===== src/rtl/wave_capture_if.sv =====
// Sample-in / waveform-RAM-out bundle for wave_capture.
// slave: the capture block; master: whatever drives samples and consumes writes.
interface wave_capture_if;
  logic        new_sample_ready;
  logic [15:0] new_sample_in;
  logic        wave_display_idle;
  logic [8:0]  write_address;
  logic        write_enable;
  logic [7:0]  write_sample;
  logic        read_index;

  modport master (
    output new_sample_ready, new_sample_in, wave_display_idle,
    input  write_address, write_enable, write_sample, read_index
  );

  modport slave (
    input  new_sample_ready, new_sample_in, wave_display_idle,
    output write_address, write_enable, write_sample, read_index
  );
endinterface


===== src/rtl/wave_capture.sv =====
// Triggered waveform capture into a double-buffered 512-entry RAM.
// Waits for a positive-going crossing of TRIG_THRESH, writes the next 256
// accepted samples (offset-binary, top byte) into the half not being shown,
// then swaps halves on the next rising edge of wave_display_idle.
// Optional macro WAVE_CAPTURE_DECIMATE_EN: accept every second sample while
// capturing, so one capture spans 512 input samples.
module wave_capture #(
  parameter logic signed [15:0] TRIG_THRESH = 16'sd0
) (
  input  logic          clk,
  input  logic          reset,
  wave_capture_if.slave bus
);

  typedef enum logic [1:0] {ARMED, ACTIVE, WAIT} state_t;

  state_t             state_q, state_d;
  logic [7:0]         count_q, count_d;
  logic signed [15:0] prev_q, prev_d;
  logic               idle_q;
  logic               rd_q, rd_d;
  logic               we_q, we_d;
  logic [8:0]         addr_q, addr_d;
  logic [7:0]         wsamp_q, wsamp_d;

  logic strobe;
  logic crossing;
  logic idle_rise;
  logic accept;

  assign strobe    = bus.new_sample_ready;
  assign crossing  = strobe && (prev_q < TRIG_THRESH) &&
                     ($signed(bus.new_sample_in) >= TRIG_THRESH);
  assign idle_rise = bus.wave_display_idle && !idle_q;

`ifdef WAVE_CAPTURE_DECIMATE_EN
  logic phase_q, phase_d;
  assign accept = (state_q == ACTIVE) && strobe && !phase_q;
`else
  assign accept = (state_q == ACTIVE) && strobe;
`endif

  // State and datapath registers
  always_ff @(posedge clk or negedge reset) begin
    if (!reset) begin
      state_q <= ARMED;
      count_q <= '0;
      prev_q  <= '0;
      idle_q  <= 1'b0;
      rd_q    <= 1'b0;
      we_q    <= 1'b0;
      addr_q  <= '0;
      wsamp_q <= '0;
    end else begin
      state_q <= state_d;
      count_q <= count_d;
      prev_q  <= prev_d;
      idle_q  <= bus.wave_display_idle;
      rd_q    <= rd_d;
      we_q    <= we_d;
      addr_q  <= addr_d;
      wsamp_q <= wsamp_d;
    end
  end

`ifdef WAVE_CAPTURE_DECIMATE_EN
  // Decimation phase: cleared on trigger, toggled by every capture-time strobe
  always_ff @(posedge clk or negedge reset) begin
    if (!reset) phase_q <= 1'b0;
    else        phase_q <= phase_d;
  end
`endif

  // Next-state selection
  always_comb begin
    state_d = state_q;
    unique case (state_q)
      ARMED:   if (crossing) state_d = ACTIVE;
      ACTIVE:  if (accept && (count_q == 8'd255)) state_d = WAIT;
      WAIT:    if (idle_rise) state_d = ARMED;
      default: state_d = ARMED;
    endcase
  end

  // Datapath and registered RAM-write outputs
  always_comb begin
    count_d = count_q;
    prev_d  = strobe ? $signed(bus.new_sample_in) : prev_q;
    rd_d    = rd_q;
    we_d    = 1'b0;
    addr_d  = addr_q;
    wsamp_d = wsamp_q;
`ifdef WAVE_CAPTURE_DECIMATE_EN
    phase_d = phase_q;
    if (state_q == ACTIVE && strobe) phase_d = !phase_q;
    if (state_q == ARMED && crossing) phase_d = 1'b0;
`endif
    if (state_q == ARMED && crossing) count_d = '0;
    if (accept) begin
      // count wraps 255 -> 0 on the final write, ready for the next capture
      count_d = count_q + 8'd1;
      we_d    = 1'b1;
      addr_d  = {~rd_q, count_q};
      wsamp_d = bus.new_sample_in[15:8] + 8'd128;
    end
    if (state_q == WAIT && idle_rise) rd_d = !rd_q;
  end

  assign bus.write_address = addr_q;
  assign bus.write_enable  = we_q;
  assign bus.write_sample  = wsamp_q;
  assign bus.read_index    = rd_q;

endmodule


===== src/flat_wrapper.sv =====
// flat-port wrapper written by rule: the top's interface ports become plain ports
module wave_capture_flat 
#(
  parameter logic signed [15:0] TRIG_THRESH = 16'sd0
)
  (clk, reset, bus_new_sample_ready, bus_new_sample_in, bus_wave_display_idle, bus_write_address, bus_write_enable, bus_write_sample, bus_read_index);
  wave_capture_if bus_i ();
  input  logic clk;
  input  logic reset;
  input wire logic [$bits(bus_i.new_sample_ready)-1:0] bus_new_sample_ready;
  input wire logic [$bits(bus_i.new_sample_in)-1:0] bus_new_sample_in;
  input wire logic [$bits(bus_i.wave_display_idle)-1:0] bus_wave_display_idle;
  output wire logic [$bits(bus_i.write_address)-1:0] bus_write_address;
  output wire logic [$bits(bus_i.write_enable)-1:0] bus_write_enable;
  output wire logic [$bits(bus_i.write_sample)-1:0] bus_write_sample;
  output wire logic [$bits(bus_i.read_index)-1:0] bus_read_index;
  assign bus_i.new_sample_ready = bus_new_sample_ready;
  assign bus_i.new_sample_in = bus_new_sample_in;
  assign bus_i.wave_display_idle = bus_wave_display_idle;
  assign bus_write_address = bus_i.write_address;
  assign bus_write_enable = bus_i.write_enable;
  assign bus_write_sample = bus_i.write_sample;
  assign bus_read_index = bus_i.read_index;
  wave_capture #(.TRIG_THRESH(TRIG_THRESH)) u_core (.clk(clk), .reset(reset), .bus(bus_i));
endmodule

===== config.mk =====
export PLATFORM = sky130hd
export DESIGN_NAME = wave_capture_flat
export DESIGN_NICKNAME = d
export VERILOG_FILES = /design/src/rtl/wave_capture_if.sv /design/src/rtl/wave_capture.sv /design/src/flat_wrapper.sv
export SDC_FILE = /design/constraint.sdc
export NUM_CORES = 1
export LEC_CHECK = 0
export ABC_AREA = 1
export BUFFER_PORTS_ARGS = -buffer_cell sky130_fd_sc_hd__buf_4
export CAP_MARGIN = 20
export CELL_PAD_IN_SITES_DETAIL_PLACEMENT = 1
export CELL_PAD_IN_SITES_GLOBAL_PLACEMENT = 1
export CORE_MARGIN = 3
export CORE_UTILIZATION = 35
export CTS_BUF_LIST = sky130_fd_sc_hd__clkbuf_8
export DETAILED_ROUTE_END_ITERATION = 7
export PLACE_DENSITY = 0.85
export SLEW_MARGIN = 5
export SYNTH_ARGS = -nofsm -noshare
export SYNTH_HDL_FRONTEND = slang
export SYNTH_SLANG_ARGS = --single-unit

===== constraint.sdc =====
create_clock -name clk -period 1.29 [get_ports clk]
set_clock_uncertainty 0.1 [all_clocks]
set_input_delay 0.0645 -clock clk [delete_from_list [all_inputs] [get_ports clk]]
set_output_delay 0.0645 -clock clk [all_outputs]
set_load 0.05 [all_outputs]

==> results.sh, run 1 <==
export IMPL_status="finished, violations left"
export IMPL_violations="setup timing"
export IMPL_total_power_uw=4440
export IMPL_cts_root_buf="clkbuf_8"
export IMPL_ant_nets=0
export IMPL_place_gp_congestion=0.809
export IMPL_p_clk_frac=0.201
export IMPL_clkSinkCount=31
export IMPL_cp_max_fo=5
export IMPL_setup_viol=12
export IMPL_yosys_top_cells_area="dfrtp_1, nand2_1, inv_1"
export IMPL_cts_tree="yes"
export IMPL_crit_path_cell_trace="inv_2 > nand3_4 > buf_6 > inv_8 > nand3_1 > nand2_1 > nand2_1"
export IMPL_routedWlPerCell_microns=23.0
export IMPL_seq_area_frac_synth=0.573
export IMPL_slowest_delay_ns=0.42
export IMPL_vias=1443
export IMPL_rows=21
export IMPL_die_area_sq_um=4650
export IMPL_drt_pass1_iterations=4
export IMPL_finalCritPeriodShare=1.05
export IMPL_yosys_top_cells_count="nand2_1, dfrtp_1, inv_1"
export IMPL_design_area_sq_um=2190
export IMPL_drive_gt1_frac=0.414
export IMPL_relSlewSlack=0.734
export IMPL_grt_max_degree=32
export IMPL_hold_viol=0
export IMPL_portBuffers=30
export IMPL_drt_initial_drc_count=84
export IMPL_p_per_area_nw_per_um2=2020
export IMPL_multi_input_area_sq_um=589
export IMPL_syn_inst=154
export IMPL_antenna_found_initial=0
export IMPL_clk_latency_ns=0.30
export IMPL_setup_ws_ns=-0.0676
export IMPL_p_leak_uw=0.00111
export IMPL_core_sq_um=3520
export IMPL_maxCapViolations=0
export IMPL_yosys_cell_count_top_type="nand2_1"
export IMPL_slowest_stage="dfrtp_1"
export IMPL_syn_cell_area_sq_um=1350
export IMPL_crit_type="flop to flop"
export IMPL_regToRegSetupSlack_ns=-0.07
export IMPL_ys_flop_type="dfrtp_1"
export IMPL_p_comb_frac=0.471
export IMPL_drv_slew=0
export IMPL_fillCellCount=398
export IMPL_path_common_cell="nand2_1"
export IMPL_seqPwrFrac=0.328
export IMPL_hp_class="input port to asynchronous set/reset pin"
export IMPL_ys_warn_count=0
export IMPL_p_sw_uw=1980
export IMPL_die_h_microns=68.2
export IMPL_r2r_end="u_core.count_q[6]"
export IMPL_p_sw_frac=0.447
export IMPL_antenna_cells=0
export IMPL_async_reset_ff_frac=1.00
export IMPL_seqCellArea_sq_um=778
export IMPL_cts_made_buffers=5
export IMPL_r2r_start="u_core.state_q[1]"
export IMPL_htreeDepth=2
export IMPL_peakVddDrop_mv=1.14
export IMPL_clkTransAtPathRegs_ns=0.07
export IMPL_syn_nets=175
export IMPL_ys_types=20
export IMPL_rr_worst_depth=7
export IMPL_cts_buffer_depth=2
export IMPL_die_w_microns=68.2
export IMPL_tightest_slew_ns=0.399
export IMPL_totalWireLength_mm=6.17
export IMPL_io_pins=39
export IMPL_grt_overflow=0
export IMPL_min_period_ns=1.36
export IMPL_viasPerCell=5.38
export IMPL_rsz0062_at_grt="true"
export IMPL_placed_cell_area_sq_um=1650
export IMPL_end_kind="flop"
export IMPL_post_synth_top_area_fraction=0.573
export IMPL_arrival_ns=1.44
export IMPL_cp_required_ns=1.38
export IMPL_nets=242
export IMPL_grt_pass1_vias=1509
export IMPL_fin_setup_tns_ns=-0.309
export IMPL_start_util=0.385
export IMPL_cp_start_kind="flop"
export IMPL_synth_edf_count=0
export IMPL_remaining_drc_errors=0
export IMPL_syn_area_per_cell_sq_um=8.79
export IMPL_dp_final_hpwl_mm=2.51
export IMPL_synthToLayoutAreaGrowth_pct=62.0
export IMPL_grt_use_total=0.235
export IMPL_synth_seq_cells=31
export IMPL_synth_top_area_cell="dfrtp_1"
export IMPL_p_int_uw=2450
export IMPL_timing_fmax_ghz=0.737
export IMPL_grt_pass1_wl_mm=7.55
-- routing by layer --
layer | vias to the layer above | global-route usage | share of wire
met4 | 0 | 0.132 | 0.064
met5 | - | 0 | 0
li1 | 613 | - | -
met3 | 35 | 0.0903 | 0.064
met2 | 72 | 0.397 | 0.53
met1 | 723 | 0.250 | 0.34
-- flip-flops by register name, indices dropped and copies added (netlist names) --
signal / flops
u_core.bus.write_sample: 8
u_core.bus.write_address: 9
u_core.idle_q: 1
u_core.bus.read_index: 1
u_core.state_q: 2
u_core.bus.write_enable: 1
u_core.prev_q: 1
u_core.count_q: 8
-- layout by cell type (no fill, tap or decap), types with 4 or more instances in the layout --
cell            n
buf_4          42
clkbuf_8        7
o21ai_2         6
nor2_1          4
nand2_2         7
nand2_1        58
inv_1          13
buf_6           4
nand3_1         6
dlygate4sd3_1  11
dfrtp_1        29
nor2_4          6
-- how the worst max path moves through the flow --
| stage | startpoint | end | slack [ns] | cells past startpoint |
|---|---|---|---|---|
| final | u_core.state_q[1] | u_core.count_q[6] | -0.07 | 7 |
| after global routing | u_core.count_q[3] | u_core.count_q[5] | -0.13 | 7 |
| after CTS | u_core.count_q[0] | u_core.state_q[0] | -0.003 | 6 |
| after detailed placement | u_core.count_q[0] | u_core.state_q[0] | -0.1 | 6 |
| after global placement | u_core.count_q[0] | u_core.state_q[0] | -0.007 | 6 |
| after floorplan | u_core.count_q[0] | u_core.state_q[0] | 0.02 | 6 |
-- worst max-delay path: cells and delay by family (launching register included) --
kind	cells	cell delay (ns)
buffers and inverters	3	0.33
DFF	1	0.42
and+or+nand+nor	4	0.40
-- area by class of cell --
type / instances / share of cell area
Clock buffer: 7 / 0.0439
Clock inverter: 1 / 0.00171
Inverter: 15 / 0.0291
Multi-Input combinational cell: 105 / 0.269
Sequential cell: 31 / 0.355
Tap cell: 46 / 0.0262
Timing Repair Buffer: 62 / 0.270
Timing Repair inverter: 1 / 0.00513
-- power by group through the flow --
stage | sequential (uW) | clock (uW) | combinational, uW
2_1_floorplan | 1990 | 0 | 455
3_3_place_gp | 1390 | 0 | 1530
3_5_place_dp | 1410 | 0 | 1590
4_1_cts | 1400 | 842 | 1780
5_1_grt | 1480 | 963 | 2190
6_report | 1460 | 892 | 2090
-- cells by family (layout without fill, tap and decap cells) --
logic type | count (synthesis) | count (layout) | share of synthesized area
DFF | 31 | 31 | 0.573
xor gates and xnor gates | 1 | 1 | 0.00647
AOI/OAI and AO/OA | 12 | 12 | 0.0628
and+or+nand+nor | 91 | 91 | 0.283
buffers and inverters | 18 | 86 | 0.0656
adders and majority gates | 1 | 1 | 0.00924
-- per-stage QoR --
stage,util,setup WS (ns),instances,hold WS (ns)
6_report,0.623,-0.0676,268,0.128
5_1_grt,0.623,-0.127,268,0.179
4_1_cts,0.569,-0.00275,261,0.150
3_5_place_dp,0.470,-0.0986,233,-0.0801
3_3_place_gp,0.470,-0.00731,233,-0.0862
2_1_floorplan,-,0.0248,154,-0.331
-- repair_timing --
item	in CTS	in global routing
buffers inserted	7	5
gates resized for setup	10	31
gates cloned	2	2
hold buffers	11	0
hold endpoints to repair	43	0
setup endpoints to repair	15	24
pin swaps	2	13
Power figures use the tool's default switching activity.
==> run 2, diff against run 1 <==
Settings changed: CORE_ASPECT_RATIO from default to 2.
==> run 2 against run 1 <==
Compared with the run above: the flow still finishes with violations (setup timing); total power decreased by 5.3%; critical path type unchanged; setup slack got worse by 0.020 ns; combinational power decreased by 6%; sequential share of layout area increased by 2.2 points.
==> results.sh, run 2 (synthesized netlist as in run 1, its figures left out) <==
export IMPL_antenna_found_initial=0
export IMPL_io_pins=39
export IMPL_tightest_slew_ns=0.415
export IMPL_violations="setup timing"
export IMPL_portBuffers=30
export IMPL_cp_required_ns=1.37
export IMPL_peakVddDrop_mv=0.927
export IMPL_status="finished, violations left"
export IMPL_slowest_stage="dfrtp_1"
export IMPL_crit_type="flop to flop"
export IMPL_start_util=0.367
export IMPL_pre_cts_slack_ns=-0.0309
export IMPL_p_leak_uw=0.00105
export IMPL_vias=1335
export IMPL_synthToLayoutAreaGrowth_pct=52.4
export IMPL_path_common_cell="nand3_2"
export IMPL_finalCritPeriodShare=1.07
export IMPL_core_sq_um=3680
export IMPL_antenna_cells=0
export IMPL_relSlewSlack=0.723
export IMPL_slowest_delay_ns=0.36
export IMPL_die_h_microns=94.0
export IMPL_cp_max_fo=4
export IMPL_dp_final_hpwl_mm=2.49
export IMPL_viasPerCell=5.02
export IMPL_drt_pass1_iterations=4
export IMPL_crit_path_cell_trace="ha_2 > nand3_2 > nor2_1 > buf_4 > nand3_2 > nand2_2 > nand2_1"
export IMPL_fin_setup_tns_ns=-0.203
export IMPL_hold_viol=0
export IMPL_grt_max_degree=32
export IMPL_nets=238
export IMPL_drt_initial_drc_count=53
export IMPL_setup_ws_ns=-0.0879
export IMPL_grt_overflow=0
export IMPL_setup_viol=4
export IMPL_cts_tree="yes"
export IMPL_clk_latency_ns=0.29
export IMPL_routedWlPerCell_microns=19.8
export IMPL_hp_class="input port to asynchronous set/reset pin"
export IMPL_maxCapViolations=0
export IMPL_cp_start_kind="flop"
export IMPL_min_period_ns=1.38
export IMPL_grt_pass1_wl_mm=7.48
export IMPL_drv_slew=0
export IMPL_clkSinkCount=31
export IMPL_p_per_area_nw_per_um2=2040
export IMPL_die_w_microns=50.0
export IMPL_final_util=0.560
export IMPL_rsz0062_at_grt="true"
export IMPL_final_common_cell="nand2_1"
export IMPL_clkTransAtPathRegs_ns=0.07
export IMPL_grt_pass1_vias=1446
export IMPL_remaining_drc_errors=0
export IMPL_most_common_layout_cells="nand2_1, buf_4, dfrtp_1"
export IMPL_fillCellCount=423
export IMPL_die_area_sq_um=4700
export IMPL_largest_reg_flops=9
export IMPL_drive_gt1_frac=0.373
export IMPL_end_kind="flop"
export IMPL_htreeDepth=2
export IMPL_timing_fmax_ghz=0.726
export IMPL_cts_made_buffers=5
export IMPL_place_gp_congestion=0.698
export IMPL_grt_use_total=0.218
export IMPL_total_power_uw=4200
export IMPL_cts_root_buf="clkbuf_8"
export IMPL_totalWireLength_mm=5.28
export IMPL_arrival_ns=1.46
export IMPL_rows=31
export IMPL_cts_buffer_depth=2
export IMPL_ant_nets=0
## run 2: cell types whose count changed in the layout (fill, tap and decap cells not counted), sizes merged
cell    before  now
inv         17   15
clkinv       0    2
buf         48   46
bufbuf       1    0
clkbuf       9    7
## run 2: final timing paths
kind / startpoint / endpoint / slack, ns / cells past startpoint
setup / recovery: u_core.count_q[1] / u_core.count_q[6] / -0.09 / 7
hold / removal: reset / u_core.bus.write_sample[0] / 0.15 / 2
setup reg to reg: u_core.count_q[1] / u_core.count_q[6] / -0.09 / 7
hold reg to reg: u_core.count_q[4] / u_core.count_q[4] / 0.41 / 2
max in group asynchronous: reset / u_core.state_q[0] / 0.60 / 2
min in group clk: bus_wave_display_idle / u_core.idle_q / 0.35 / 2
## run 2: per-stage QoR
stage	cell area, sq um	instances	hold slack [ns]
detailed placement	1680	239	-0.0833
global placement	1680	239	-0.0814
finish	2060	266	0.150
CTS	1900	258	0.159
global route	2060	266	0.208
floorplan	1350	154	-0.331
## run 2: what timing repair did
action | in CTS | in global routing
setup endpoints to repair | 4 | 24
endpoints found under the hold margin | 43 | 0
cloned | 0 | 2
pin swaps | 2 | 11
setup buffers | 1 | 7
hold buffers | 11 | 0
gates resized for setup | 3 | 23
## run 2: area by class of cell
type,instances,area [sq um],area share
timing repair inverter,1,8.76,0.00424
inverter,15,68.8,0.0334
multi-input combinational,105,551,0.267
sequential,31,777,0.377
clock inverter,1,5.00,0.00243
timing repair buffer,58,509,0.247
clock buffer,6,82.6,0.0400
tap,49,61.3,0.0297
## run 2: layer usage
layer | part of all wire | GRT usage | routed length, microns
met5 | 0 | 0 | 0
met4 | 0.035 | 0.111 | 185
met3 | 0.055 | 0.0493 | 289
met2 | 0.54 | 0.385 | 2830
met1 | 0.37 | 0.237 | 1970
## run 2: critical path, delay by kind of cell, from the launching register on
| family | cells | cell delay (ns) |
|---|---|---|
| simple gates | 5 | 0.44 |
| flops | 1 | 0.36 |
| fa+ha+maj | 1 | 0.21 |
| buf+inv | 1 | 0.15 |
## run 2: power breakdown
group,internal [uW],switching [uW],leakage (uW)
clock,418,381,0.0000470
combinational,664,1300,0.000613
sequential,1230,204,0.000392
